**config.mk**
```make
export PLATFORM = sky130hd
export DESIGN_NAME = lfsr_engine
export DESIGN_NICKNAME = d
export VERILOG_FILES = /design/src/rtl/lfsr_engine.sv
export SDC_FILE = /design/constraint.sdc
export NUM_CORES = 1
export LEC_CHECK = 0
export BUFFER_PORTS_ARGS = -buffer_cell sky130_fd_sc_hd__buf_2
export CAP_MARGIN = 20
export CORE_MARGIN = 1
export CORE_UTILIZATION = 44
export DETAILED_ROUTE_END_ITERATION = 16
export PLACE_DENSITY = 0.7
export SLEW_MARGIN = 25
export SYNTH_ARGS = -nofsm -noshare
export SYNTH_HDL_FRONTEND = slang
export SYNTH_SLANG_ARGS = --single-unit
```
**constraint.sdc**
```tcl
create_clock -name clk -period 1.6 [get_ports clk]
set_input_delay 0.32 -clock clk [delete_from_list [all_inputs] [get_ports clk]]
set_output_delay 0.32 -clock clk [all_outputs]
set_load 0.03 [all_outputs]
```
**src/rtl/lfsr_engine.sv**
```systemverilog
// -----------------------------------------------------------------------------
// lfsr_engine
//   N-bit LFSR with a built-in period checker. A seed is loaded while idle;
//   start snapshots the current register as the reference and enters RUN.
//   Each enabled step advances the register and counts. The run finishes once
//   2^N-1 steps have been taken. If the reference value comes back earlier,
//   the run finishes with period_err set.
//
//   Parameters
//     N     register width, 2..16
//     MODE  0 = Fibonacci, 1 = Galois
//     TAPS  user tap mask; 0 selects the built-in table (N <= 8 only)
//
//   Optional feature
//     LFSR_LOCKUP_GUARD_EN : when defined, the all-zero lock-up state cannot
//     persist. A seed of 0 loads 1, and a zero register steps to 1.
//
//   Ports
//     clk         sole clock, rising edge
//     reset       synchronous, active-high
//     load_seed   load seed_data (IDLE/DONE only), clears step_count
//     seed_data   seed value
//     start       begin a run from IDLE (load_seed has priority)
//     step_en     advance one step this cycle while in RUN
//     ack         release DONE back to IDLE
//     lfsr_data   current register contents
//     step_count  steps taken since start
//     busy        FSM in RUN
//     lfsr_done   FSM in DONE
//     period_err  sticky: reference seed reappeared before 2^N-1 steps
// -----------------------------------------------------------------------------
module lfsr_engine #(
  parameter int            N    = 4,
  parameter int            MODE = 0,
  parameter logic [N-1:0]  TAPS = '0
) (
  input  logic         clk,
  input  logic         reset,
  input  logic         load_seed,
  input  logic [N-1:0] seed_data,
  input  logic         start,
  input  logic         step_en,
  input  logic         ack,
  output logic [N-1:0] lfsr_data,
  output logic [N-1:0] step_count,
  output logic         busy,
  output logic         lfsr_done,
  output logic         period_err
);

  // Maximal-length tap masks for the widths that have a built-in entry.
  function automatic logic [15:0] table_mask(input int n);
    case (n)
      2:       return 16'b0000_0000_0000_0011;
      3:       return 16'b0000_0000_0000_0110;
      4:       return 16'b0000_0000_0000_1100;
      5:       return 16'b0000_0000_0001_0100;
      6:       return 16'b0000_0000_0011_0000;
      7:       return 16'b0000_0000_0110_0000;
      8:       return 16'b0000_0000_1011_1000;
      default: return 16'b0;
    endcase
  endfunction

  // Elaboration-time sanity checks on the configuration.
  if (N < 2 || N > 16) begin : g_bad_width
    $error("lfsr_engine: N=%0d outside 2..16", N);
  end
  if (N > 8 && TAPS == '0) begin : g_no_table
    $error("lfsr_engine: N=%0d has no built-in taps, TAPS must be nonzero", N);
  end
  if (MODE != 0 && MODE != 1) begin : g_bad_mode
    $error("lfsr_engine: MODE=%0d must be 0 or 1", MODE);
  end

  localparam logic [15:0]  TBL      = table_mask(N);
  localparam logic [N-1:0] MASK     = (TAPS != '0) ? TAPS : TBL[N-1:0];
  localparam logic [N-1:0] ALL_ONES = '1;
  localparam logic [N-1:0] ONE      = {{(N-1){1'b0}}, 1'b1};

  typedef enum logic [1:0] {
    IDLE = 2'd0,
    RUN  = 2'd1,
    DONE = 2'd2
  } state_t;

  // One LFSR step of the configured flavour.
  function automatic logic [N-1:0] lfsr_next(input logic [N-1:0] s);
    logic [N-1:0] n;
    if (MODE == 0) n = {s[N-2:0], ^(s & MASK)};
    else           n = (s >> 1) ^ (s[0] ? MASK : '0);
`ifdef LFSR_LOCKUP_GUARD_EN
    // Zero is a fixed point of both forms; kick it out to 1.
    if (s == '0) n = ONE;
`endif
    return n;
  endfunction

  state_t       state_q, state_d;
  logic [N-1:0] lfsr_q,  lfsr_d;
  logic [N-1:0] cnt_q,   cnt_d;
  logic [N-1:0] ref_q,   ref_d;
  logic         err_q,   err_d;

  logic [N-1:0] step_val;
  logic [N-1:0] cnt_inc;
  logic [N-1:0] seed_val;

  always_comb begin
    step_val = lfsr_next(lfsr_q);
    cnt_inc  = cnt_q + ONE;
`ifdef LFSR_LOCKUP_GUARD_EN
    seed_val = (seed_data == '0) ? ONE : seed_data;
`else
    seed_val = seed_data;
`endif
  end

  // Next-state and datapath update.
  always_comb begin
    state_d = state_q;
    lfsr_d  = lfsr_q;
    cnt_d   = cnt_q;
    ref_d   = ref_q;
    err_d   = err_q;
    case (state_q)
      IDLE: begin
        if (load_seed) begin
          lfsr_d = seed_val;
          cnt_d  = '0;
        end else if (start) begin
          // The register as it stands becomes the reference for the period.
          ref_d   = lfsr_q;
          cnt_d   = '0;
          err_d   = 1'b0;
          state_d = RUN;
        end
      end
      RUN: begin
        if (step_en) begin
          lfsr_d = step_val;
          cnt_d  = cnt_inc;
          // Reaching the full count is a clean finish even when the value
          // has wrapped back to the reference on that same step.
          if (cnt_inc == ALL_ONES) begin
            state_d = DONE;
          end else if (step_val == ref_q) begin
            err_d   = 1'b1;
            state_d = DONE;
          end
        end
      end
      DONE: begin
        if (load_seed) begin
          lfsr_d = seed_val;
          cnt_d  = '0;
        end
        if (ack) state_d = IDLE;
      end
      default: state_d = IDLE;
    endcase
  end

  always_ff @(posedge clk) begin
    if (reset) begin
      state_q <= IDLE;
      lfsr_q  <= '0;
      cnt_q   <= '0;
      ref_q   <= '0;
      err_q   <= 1'b0;
    end else begin
      state_q <= state_d;
      lfsr_q  <= lfsr_d;
      cnt_q   <= cnt_d;
      ref_q   <= ref_d;
      err_q   <= err_d;
    end
  end

  // Status outputs decode the state register only.
  assign lfsr_data  = lfsr_q;
  assign step_count = cnt_q;
  assign period_err = err_q;
  assign busy       = (state_q == RUN);
  assign lfsr_done  = (state_q == DONE);

endmodule

```
# Word level (Yosys, flattened, before mapping)

Cells that the tools add are included.

$add $sub $neg: 1
Eq/ne operators: 14
Multiplexer cells: 21
Bitwise operators: 1
Reductions and logical operators: 11

Operators with widths:

| cell                                                | count |
|---|---|
| two-way mux 4 bit                                   | 6 |
| two-way mux 2 bit                                   | 6 |
| != test 2 bit, second input constant                | 6 |
| case mux 4 bit (3 select lines)                     | 1 |
| case mux 4 bit (2 select lines)                     | 1 |
| case mux 2 bit (3 select lines)                     | 1 |
| AND reduction 3 bit                                 | 2 |
| AND reduction 6 bit                                 | 1 |
| two-way mux 1 bit                                   | 5 |
| AND reduction 5 bit                                 | 1 |
| adder 4 x 1 -> 4 bit, second input constant         | 1 |
| equality test 4 bit                                 | 1 |
| equality test 4 bit, second input constant          | 1 |
| != test 2 x 1 -> 1 bit, second input constant       | 2 |
| AND reduction 4 bit                                 | 1 |
| nonzero test 2 bit                                  | 2 |
| parity 4 bit                                        | 1 |
| != test 3 x 1 -> 1 bit, second input constant       | 1 |
| != test 3 bit, second input constant                | 1 |
| nonzero test 3 bit                                  | 1 |
| equality test 2 x 1 -> 1 bit, second input constant | 1 |
| equality test 2 bit, second input constant          | 1 |
| logical NOT 2 bit                                   | 1 |
| case mux 1 bit (2 select lines)                     | 1 |
| 2 further kinds                                     | 2 |

Bits in registers: 15
Input port bits: 10
Output and inout bits: 11
Logic and storage cells: 53

# Longest topological paths before layout

Gate-level depths: netlist (run 1).

Depth after elaboration: 6
Depth in mapped cells: 6
Mapped depth without buffers: 6

# Worst setup path before layout (run 1)

No wires, ideal clock.

Path kind: reg-to-reg
Start: reg cnt_q[0] (netlist: step_count[0])
End: reg state_q[1]
Library setup time: 115 ps
Arrival: 1,438 ps
Data required time: 1,485 ps
Setup slack: 47 ps
Stages on the path, launching flop included: 7
Buffers on the path: 0
Clock period less this slack: 1,553 ps
Cell sequence: dfxtp_1 > ha_1 > nor2b_1 > a21oi_1 > o22ai_1 > a211o_1 > and2_1

Longest elaborated chain between the ends: 5
Elaborated cells on any way between the ends: 7
Classes of those cells: add/sub (1); eq/ne (2); mux (3); reduce/logical (1)

RTL lines:

| item                            | RTL line | source |
|---|---|---|
| start: declaration              | 101      | `logic [N-1:0] cnt_q, cnt_d;` |
| start signal: assignment        | 174      | `cnt_q <= cnt_d;` |
| adder 4 x 1 -> 4 bit (*)        | 111      | `cnt_inc = cnt_q + ONE;` |
| equality test 4 bit (*)         | 145      | `if (cnt_inc == ALL_ONES) begin` |
| two-way mux 2 bit               | 145      |  |
| two-way mux 2 bit               | 140      | `if (step_en) begin` |
| case mux 2 bit (3 select lines) | 126      | `case (state_q)` |
| end signal: assignment          | 172      | `state_q <= state_d;` |
| end: declaration                | 99       | `state_t state_q, state_d;` |

Mark *: on every way between the ends. The rest lies on a longest branch, timed or not. The select of a mux whose other input is x is not followed.
A chain may end at the register's enable or synchronous reset.

# Final worst setup path (run 1)

Start: reg state_q[1]
End: out busy

Longest elaborated chain between the ends: 1

RTL lines:

| item                         | RTL line | source |
|---|---|---|
| equality test 2 x 1 -> 1 bit | 184      | `assign busy = (state_q == RUN);` |
| end: declaration             | 46       | `output logic busy,` |

No other way between the ends.

==> results of run 1 <==
[power breakdown]
part,total (W),leakage (nW),switching [W],internal (W)
sequential,0.000434,0.122,0.0000363,0.000397
clock,0.000219,0.0177,0.000126,0.0000927
combinational,0.000232,0.296,0.000138,0.0000942
total,0.000884,0.436,0.000300,0.000584
[sequential cells by signal, indices dropped and copies added (netlist names)]
| name | flops |
|---|---|
| lfsr_data | 4 |
| state_q | 2 |
| step_count | 4 |
| period_err | 1 |
| ref_q | 4 |
[Yosys cell counts (2+ instances only)]
library cell | n | area, um2
a211oi_1 | 3 | 22.5
a21oi_1 | 8 | 40.0
and2_1 | 3 | 18.8
dfxtp_1 | 15 | 300
ha_1 | 2 | 25.0
inv_1 | 2 | 7.51
mux2i_1 | 11 | 110
nand2_1 | 7 | 26.3
nand2b_1 | 3 | 18.8
nor2_1 | 18 | 67.6
nor2b_1 | 3 | 18.8
o21ai_0 | 2 | 10.0
xnor2_1 | 2 | 17.5
xor2_1 | 2 | 17.5
[area by class of cell]
cell class                      instances  area, um2
Sequential cell                        15        300
Timing Repair Buffer                   21        108
Clock buffer                            3       22.5
Fill cell                             165        769
Multi-Input combinational cell         75        492
Clock inverter                          1       5.00
Inverter                                4       17.5
Tap cell                               25       31.3
[logic make-up (layout without fill, tap and decap cells)]
kind of cell	Yosys count	in the layout	synth area share
buffers and inverters	6	29	0.0395
muxes	11	11	0.134
and+or+nand+nor	40	40	0.256
xor gates and xnor gates	4	4	0.0425
adders and majority gates	2	2	0.0303
AOI/OAI and AO/OA	18	18	0.134
DFF	15	15	0.364
[metrics by stage]
| stage | hold WS, ps | instances | power, W | setup WS [ps] |
|---|---|---|---|---|
| detailed placement | 479 | 140 | 0.000675 | 155 |
| CTS | 367 | 144 | 0.000896 | 111 |
| finish | 368 | 144 | 0.000884 | 114 |
| floorplan | 389 | 96 | 0.000615 | 46.7 |
| global route | 385 | 144 | 0.000933 | 9.89 |
| global placement | 466 | 140 | 0.000670 | 198 |
[layer usage]
metal | wire length [um] | GRT usage | up-vias
met1 | 793 | 0.220 | 317
met5 | 0 | 0 | -
met2 | 764 | 0.304 | 14
met3 | 62 | 0.0320 | 2
met4 | 17 | 0.0909 | 0
li1 | - | - | 375
[worst min path at each step]
| stage | startpoint | endpoint | cells after the start |
|---|---|---|---|
| 2_1_floorplan | reset | period_err | 1 |
| 3_3_place_gp | period_err | period_err | 2 |
| 3_5_place_dp | period_err | period_err | 2 |
| 4_1_cts | seed_data[2] | lfsr_data[2] | 3 |
| 5_1_grt | seed_data[2] | lfsr_data[2] | 3 |
| 6_report | seed_data[2] | lfsr_data[2] | 3 |
[worst min-delay path, delay by kind of cell]
family | cells | cell delay (ps)
buf+inv | 1 | 90
mux | 1 | 110
compound gates | 1 | 80
==> results.tsv, run 1 <==
metric	value	unit
cts_setup_buffers	0	
fin_skew	2.62	ps
synthCells	96	
routedWlPerCell	11.4	um
drt_iter0_markers	26	
final_cell_mix	buf_2, nor2_1, dfxtp_1	
period_share	0.929	
antenna_found_initial	0	
hpwl	1250	um
critPathArrivalTime	1170	ps
grt_usage	0.181	
placed_area	948	um2
rr_worst_depth	6	
ir_drop	0.000535	V
power.static_leakage	0.436	nW
htree_levels	1	
num_rows	15	
nets	132	
fp.dieW	45.3	um
yosys_warnings	0	
cts_tree	yes	
setup.worst_path.end_class	output pin	
crit_path_top_delay_cell	dfxtp_1	
r2r_slack	130	ps
syn_area	825	um2
drv_slew	0	
utilization	0.559	
synth-edff-count	0	
core	1750	um2
syn_nets	108	
grt_max_degree	16	
grt_pass1_wl	2700	um
ant_nets	0	
reg2reg_from	step_count[0]	
fmax	0.673	GHz
first_pass_iters	8	
crit_type	register to output pin	
ios	21	
setup_tns	0	ps
rsz0062_at_grt	false	
cp_num_buf_inv	2	
p_per_area	906	nW/um2
die-area	2050	um2
clk_latency	280	ps
ys_ff_latch	15	
worst_pin_slew	321	ps
design_area	976	um2
cts-root-buf	clkbuf_4	
rr_endpoint	state_q[1]	
syn_area_per_cell	8.59	um2
status	finished, final reports clean	
cp_max_fo	5	
drc	0	
path_depth	3	
diodes	0	
path_cells	nand2b_4 > inv_4 > buf_2	
crit_start	state_q[1]	
ys_seq_area_frac	0.364	
clock_path_buffers	2	
drive_gt1_frac	0.269	
routed_via_density	4.92	
cts_made_buffers	3	
period_needed	1490	ps
setup_viol	0	
hold_path.class	input port to register	
cts_resized	0	
gp_congestion	0.870	
grt-ovfl-total	0	
async_flop_share	0	
layout_commonest_cell	buf_2	
ctsHoldBuffers	0	
first_global_vias	655	
die_y	45.3	um
area_growth	18.4	%
start_util	0.472	
critPathTopFamily	flip-flops	
vias	708	
crit_end	busy	
ys_types	29	
portBuffers	20	
wirelength	1640	um
cts_sinks	15	
cp.required	1280	ps
drv_cap	0	
clk_pin_slew	90	ps
max_slew_margin	0.785	
cp-start-kind	register	
max_stage_delay	460	ps
finalHoldViolCount	0	
synthFlopType	dfxtp_1	
Power figures use the tool's default switching activity.
==> run 2, diff against run 1 <==
clock period = 1.54 ns   (was 1.6 ns; I/O delays follow)
==> run 2 against run 1 <==
  * Clock power is 6% higher
  * Critical path depth is the same
  * Non-clock buffer count did not move
  * Largest power group unchanged
  * Global-route usage grew 0.80 points
  * Power is 4.8% higher
  * Highest routed layer unchanged
  * Flip-flop and latch count did not move
  * Count of clock-buffer cells in the layout did not move
  * Core utilization grew 0.50 points
==> results.tsv, run 2 (synthesized netlist as in run 1, its figures left out) <==
metric	value	unit	change
status	finished, final reports clean		unchanged
htree_levels	1		unchanged
max_stage_delay	450	ps	was 460 ps
ios	21		unchanged
cts_made_buffers	3		unchanged
rr_endpoint	state_q[1]		unchanged
hold_path.class	input port to register		unchanged
die_y	45.3	um	unchanged
grt-ovfl-total	0		unchanged
cp.required	1230	ps	was 1280 ps
die-area	2050	um2	unchanged
crit_path_top_delay_cell	dfxtp_1		unchanged
path_cells	nand2b_4 > inv_4 > buf_2		unchanged
worst_pin_slew	315	ps	was 321 ps
cts_resized	2		was 0
cts-root-buf	clkbuf_4		unchanged
vias	717		was 708
power.static_leakage	0.437	nW	was 0.436 nW
placed_area	951	um2	was 948 um2
fp.dieW	45.3	um	unchanged
drive_gt1_frac	0.303		was 0.269
fin_skew	0.615	ps	was 2.62 ps
setup.worst_path.end_class	output pin		unchanged
max_slew_margin	0.789		was 0.785
grt_usage	0.189		was 0.181
crit_type	register to output pin		unchanged
area_growth	19.4	%	was 18.4%
nets	132		unchanged
ir_drop	0.000718	V	was 0.000535 V
diodes	0		unchanged
critPathArrivalTime	1170	ps	about the same
rr_worst_depth	6		unchanged
crit_end	busy		unchanged
portBuffers	20		unchanged
ctsHoldBuffers	0		unchanged
p_per_area	941	nW/um2	was 906 nW/um2
grt_pass1_wl	2770	um	was 2700 um
cts_setup_buffers	0		unchanged
period_needed	1480	ps	
setup_viol	0		unchanged
wirelength	1680	um	was 1640 um
cts_tree	yes		unchanged
start_util	0.472		unchanged
first_global_vias	657		was 655
clk_latency	290	ps	was 280 ps
fmax	0.676	GHz	
finalHoldViolCount	0		unchanged
design_area	985	um2	was 976 um2
gp_congestion	0.837		was 0.870
clock_path_buffers	2		unchanged
grt_max_degree	16		unchanged
final_cell_mix	buf_2, nor2_1, dfxtp_1		unchanged
ant_nets	0		unchanged
setup_tns	0	ps	unchanged
cts_sinks	15		unchanged
layout_commonest_cell	buf_2		unchanged
rsz0062_at_grt	false		unchanged
r2r_slack	110	ps	was 130 ps
period_share	0.961		
drt_iter0_markers	12		was 26
clk_pin_slew	90	ps	about the same
cp_max_fo	5		unchanged
reg2reg_from	step_count[0]		unchanged
num_rows	15		unchanged
crit_start	state_q[1]		unchanged
first_pass_iters	4		was 8
hpwl	1260	um	was 1250 um
drc	0		unchanged
routedWlPerCell	11.6	um	was 11.4 um
core	1750	um2	unchanged
drv_cap	0		unchanged
cp-start-kind	register		unchanged
drv_slew	0		unchanged
antenna_found_initial	0		unchanged
finalPower	0.000926	W	was 0.000884 W
routed_via_density	4.98		was 4.92
whs	351	ps	was 368 ps
run 2: cell counts in the layout (fill, tap and decap cells not counted):
Identical to the previous run, type by type.
run 2: how the worst min path moves through the flow:
stage / slack [ps] / end / start / cells past startpoint
6_report: 350 / lfsr_data[2] / seed_data[2] / 3
3_3_place_gp: 460 / period_err / period_err / 2
5_1_grt: 360 / lfsr_data[1] / seed_data[1] / 3
2_1_floorplan: 380 / period_err / reset / 1
4_1_cts: 350 / lfsr_data[3] / seed_data[3] / 3
3_5_place_dp: 470 / period_err / period_err / 2
run 2: routing by layer:
metal	up-vias	routed length, um	track usage
met2	23	806	0.333
met3	4	79	0.0600
met1	320	765	0.209
met5	-	0	0
li1	370	-	-
met4	0	26	0.0727
run 2: final cells by class:
cell class                 count  area, um2
inverter                       4       17.5
clock inverter                 1       5.00
fill                         174        761
tap                           25       31.3
sequential                    15        304
multi-input combinational     75        494
clock buffer                   3       22.5
timing repair buffer          21        110
run 2: metrics by stage:
stage	worst slack, ps	cells	utilization
3_5_place_dp	136	140	0.545
2_1_floorplan	107	96	-
3_3_place_gp	157	140	0.545
4_1_cts	48.8	144	0.563
6_report	60.3	144	0.564
5_1_grt	5.40	144	0.564
run 2: worst max-delay path: cells and delay by family, from the launching register on:
family / cells / cell delay, ps
buffers and inverters: 2 / 220
AND/OR/NAND/NOR: 1 / 210
flip-flops: 1 / 450
run 2: power breakdown:
part / internal [W] / leakage, nW / total [W] / switching, W
combinational: 0.0000992 / 0.296 / 0.000244 / 0.000145
clock: 0.0000967 / 0.0177 / 0.000232 / 0.000135
sequential: 0.000414 / 0.124 / 0.000450 / 0.0000365
==> run 3, diff against run 2 <==
PLACE_DENSITY = 0.73   (was 0.7)
clock period = 1.3 ns   (was 1.54 ns; I/O delays follow)
==> run 3 against run 2 <==
  * Non-clock buffer count is 9 higher
  * Clock power is 19% higher
  * Via count up 7.7%
  * Power up 24%
  * Combinational power rose by 44%
  * Critical path type is now register to register
  * Core utilization rose by 8.7 points
  * Critical path depth up 3
  * Register-to-register slack lost 150 ps
  * The flow now finishes with violations (negative setup slack)
  * Cell area grew 15%
  * Largest power group unchanged
  * Flip-flop and latch count unchanged
==> results.tsv, run 3 (synthesized netlist as in run 1, its figures left out) <==
metric	value	unit	change
status	complete, but fails checks		was finished, final reports clean
violations	negative setup slack		
dp_cells	148		was 140
num_rows	15		unchanged
cts_sinks	15		unchanged
ant_nets	0		unchanged
path_cells	ha_4 > nor2b_4 > a21oi_2 > o22ai_2 > a211o_1 > and2_4		was nand2b_4 > inv_4 > buf_2
core	1750	um2	unchanged
cp-start-kind	register		unchanged
drv_slew	0		unchanged
setup_tns	-64.4	ps	was 0 ps
grt_max_degree	16		unchanged
clock_path_buffers	2		unchanged
critPathTopFamily	compound AO/OA/AOI/OAI gates		was flip-flops
grt_usage	0.215		was 0.189
die-area	2050	um2	unchanged
cp.required	1490	ps	was 1230 ps
first_global_vias	739		was 657
grt_pass1_wl	3050	um	was 2770 um
max_stage_delay	370	ps	was 450 ps
cp_num_buf_inv	0		was 2
p_per_area	1010	nW/um2	was 941 nW/um2
period_needed	1340	ps	
grtUsageMet3	0.0280		was 0.0600
clk_pin_slew	90	ps	about the same
hold_path.class	input port to register		unchanged
wirelength	1880	um	was 1680 um
worst_pin_slew	346	ps	was 315 ps
start_util	0.472		unchanged
drt_iter0_markers	4		was 12
setup.worst_path.end_class	register		was output pin
portBuffers	20		unchanged
fin_skew	5.01	ps	was 0.615 ps
crit_path_top_delay_cell	dfxtp_4		was dfxtp_1
drc	0		unchanged
period_share	1.03		
power.static_leakage	0.490	nW	was 0.437 nW
gp_congestion	0.771		was 0.837
ios	21		unchanged
hpwl	1360	um	was 1260 um
htree_levels	1		unchanged
layout_commonest_cell	buf_2		unchanged
grt-ovfl-total	0		unchanged
cts-root-buf	clkbuf_4		unchanged
cts_made_buffers	3		unchanged
routed_via_density	5.05		was 4.98
layout.cells.non_filler	153		was 144
met2_usage	0.362		was 0.333
first_pass_iters	4		unchanged
clk_latency	290	ps	about the same
nets	141		was 132
setup_viol	3		was 0
fp.dieW	45.3	um	unchanged
max_slew_margin	0.768		was 0.789
drive_gt1_frac	0.422		was 0.303
diodes	0		unchanged
routedWlPerCell	12.3	um	was 11.6 um
ir_drop	0.000705	V	was 0.000718 V
fmax	0.746	GHz	
crit_type	register to register		was register to output pin
cts_tree	yes		unchanged
drv_cap	0		unchanged
setup_slack	-40.0	ps	was 60.3 ps
rsz0062_at_grt	true		was false
grt_use_met1	0.254		was 0.209
antenna_found_initial	0		unchanged
vias	772		was 717
busiest_layer	met2		unchanged
area_growth	37.8	%	was 19.4%
ctsHoldBuffers	0		unchanged
final_cell_mix	buf_2, nor2_1, mux2i_1		was buf_2, nor2_1, dfxtp_1
finalHoldViolCount	0		unchanged
cp_max_fo	5		unchanged
critPathArrivalTime	1530	ps	was 1170 ps
die_y	45.3	um	unchanged
run 3: changes by cell type in the layout (fill, tap and decap cells not counted), sizes merged:
cell	before	now
clkbuf	3	4
buf	21	30
clkinv	1	0
run 3: stage by stage:
stage / utilization / cell area, um2 / worst slack, ps / hold WS, ps / power, W
after CTS: 0.632 / 1100 / -27.9 / 296 / 0.00115
final: 0.651 / 1140 / -40.0 / 296 / 0.00115
after global routing: 0.651 / 1140 / -87.6 / 307 / 0.00122
after detailed placement: 0.591 / 1030 / -34.0 / 469 / 0.000861
after floorplan: - / 847 / -48.0 / 329 / 0.000757
after global placement: 0.591 / 1030 / -5.80 / 455 / 0.000851
run 3: path summary, 6_finish.rpt:
path                                     from            to  slack, ps  cells after the start
worst max-delay path            step_count[0]    state_q[1]        -40                      6
worst min-delay path             seed_data[2]  lfsr_data[2]        300                      3
worst max register to register  step_count[0]    state_q[1]        -40                      6
worst min register to register     period_err    period_err        480                      2
run 3: layer usage:
metal	wire [um]	up-vias
li1	-	392
met1	843	358
met2	952	16
met3	37	6
met4	45	0
met5	0	-
run 3: power breakdown:
part           leakage [nW]  switching (W)  total (W)  internal (W)
clock                0.0150       0.000157   0.000276      0.000119
combinational         0.349       0.000196   0.000352      0.000156
sequential            0.125      0.0000351   0.000524      0.000489
total                 0.490       0.000388    0.00115      0.000764
run 3: area by class of cell:
cell class / instances / area [um2]
multi-input cells: 75 / 552
clock buffers: 4 / 26.3
fillers: 158 / 609
well taps: 25 / 31.3
inverters: 4 / 17.5
flip-flops and latches: 15 / 314
repair buffers: 30 / 195
run 3: repair_timing:
item                       CTS  global route
setup endpoints to repair    6            14
gates resized for setup     13             8
buffers inserted             0             1
pin swaps                    0             7
run 3: tightest hold or removal path, stage by stage:
cell      delay (ps)
buf_2             90
mux2i_1          110
a211oi_1          80
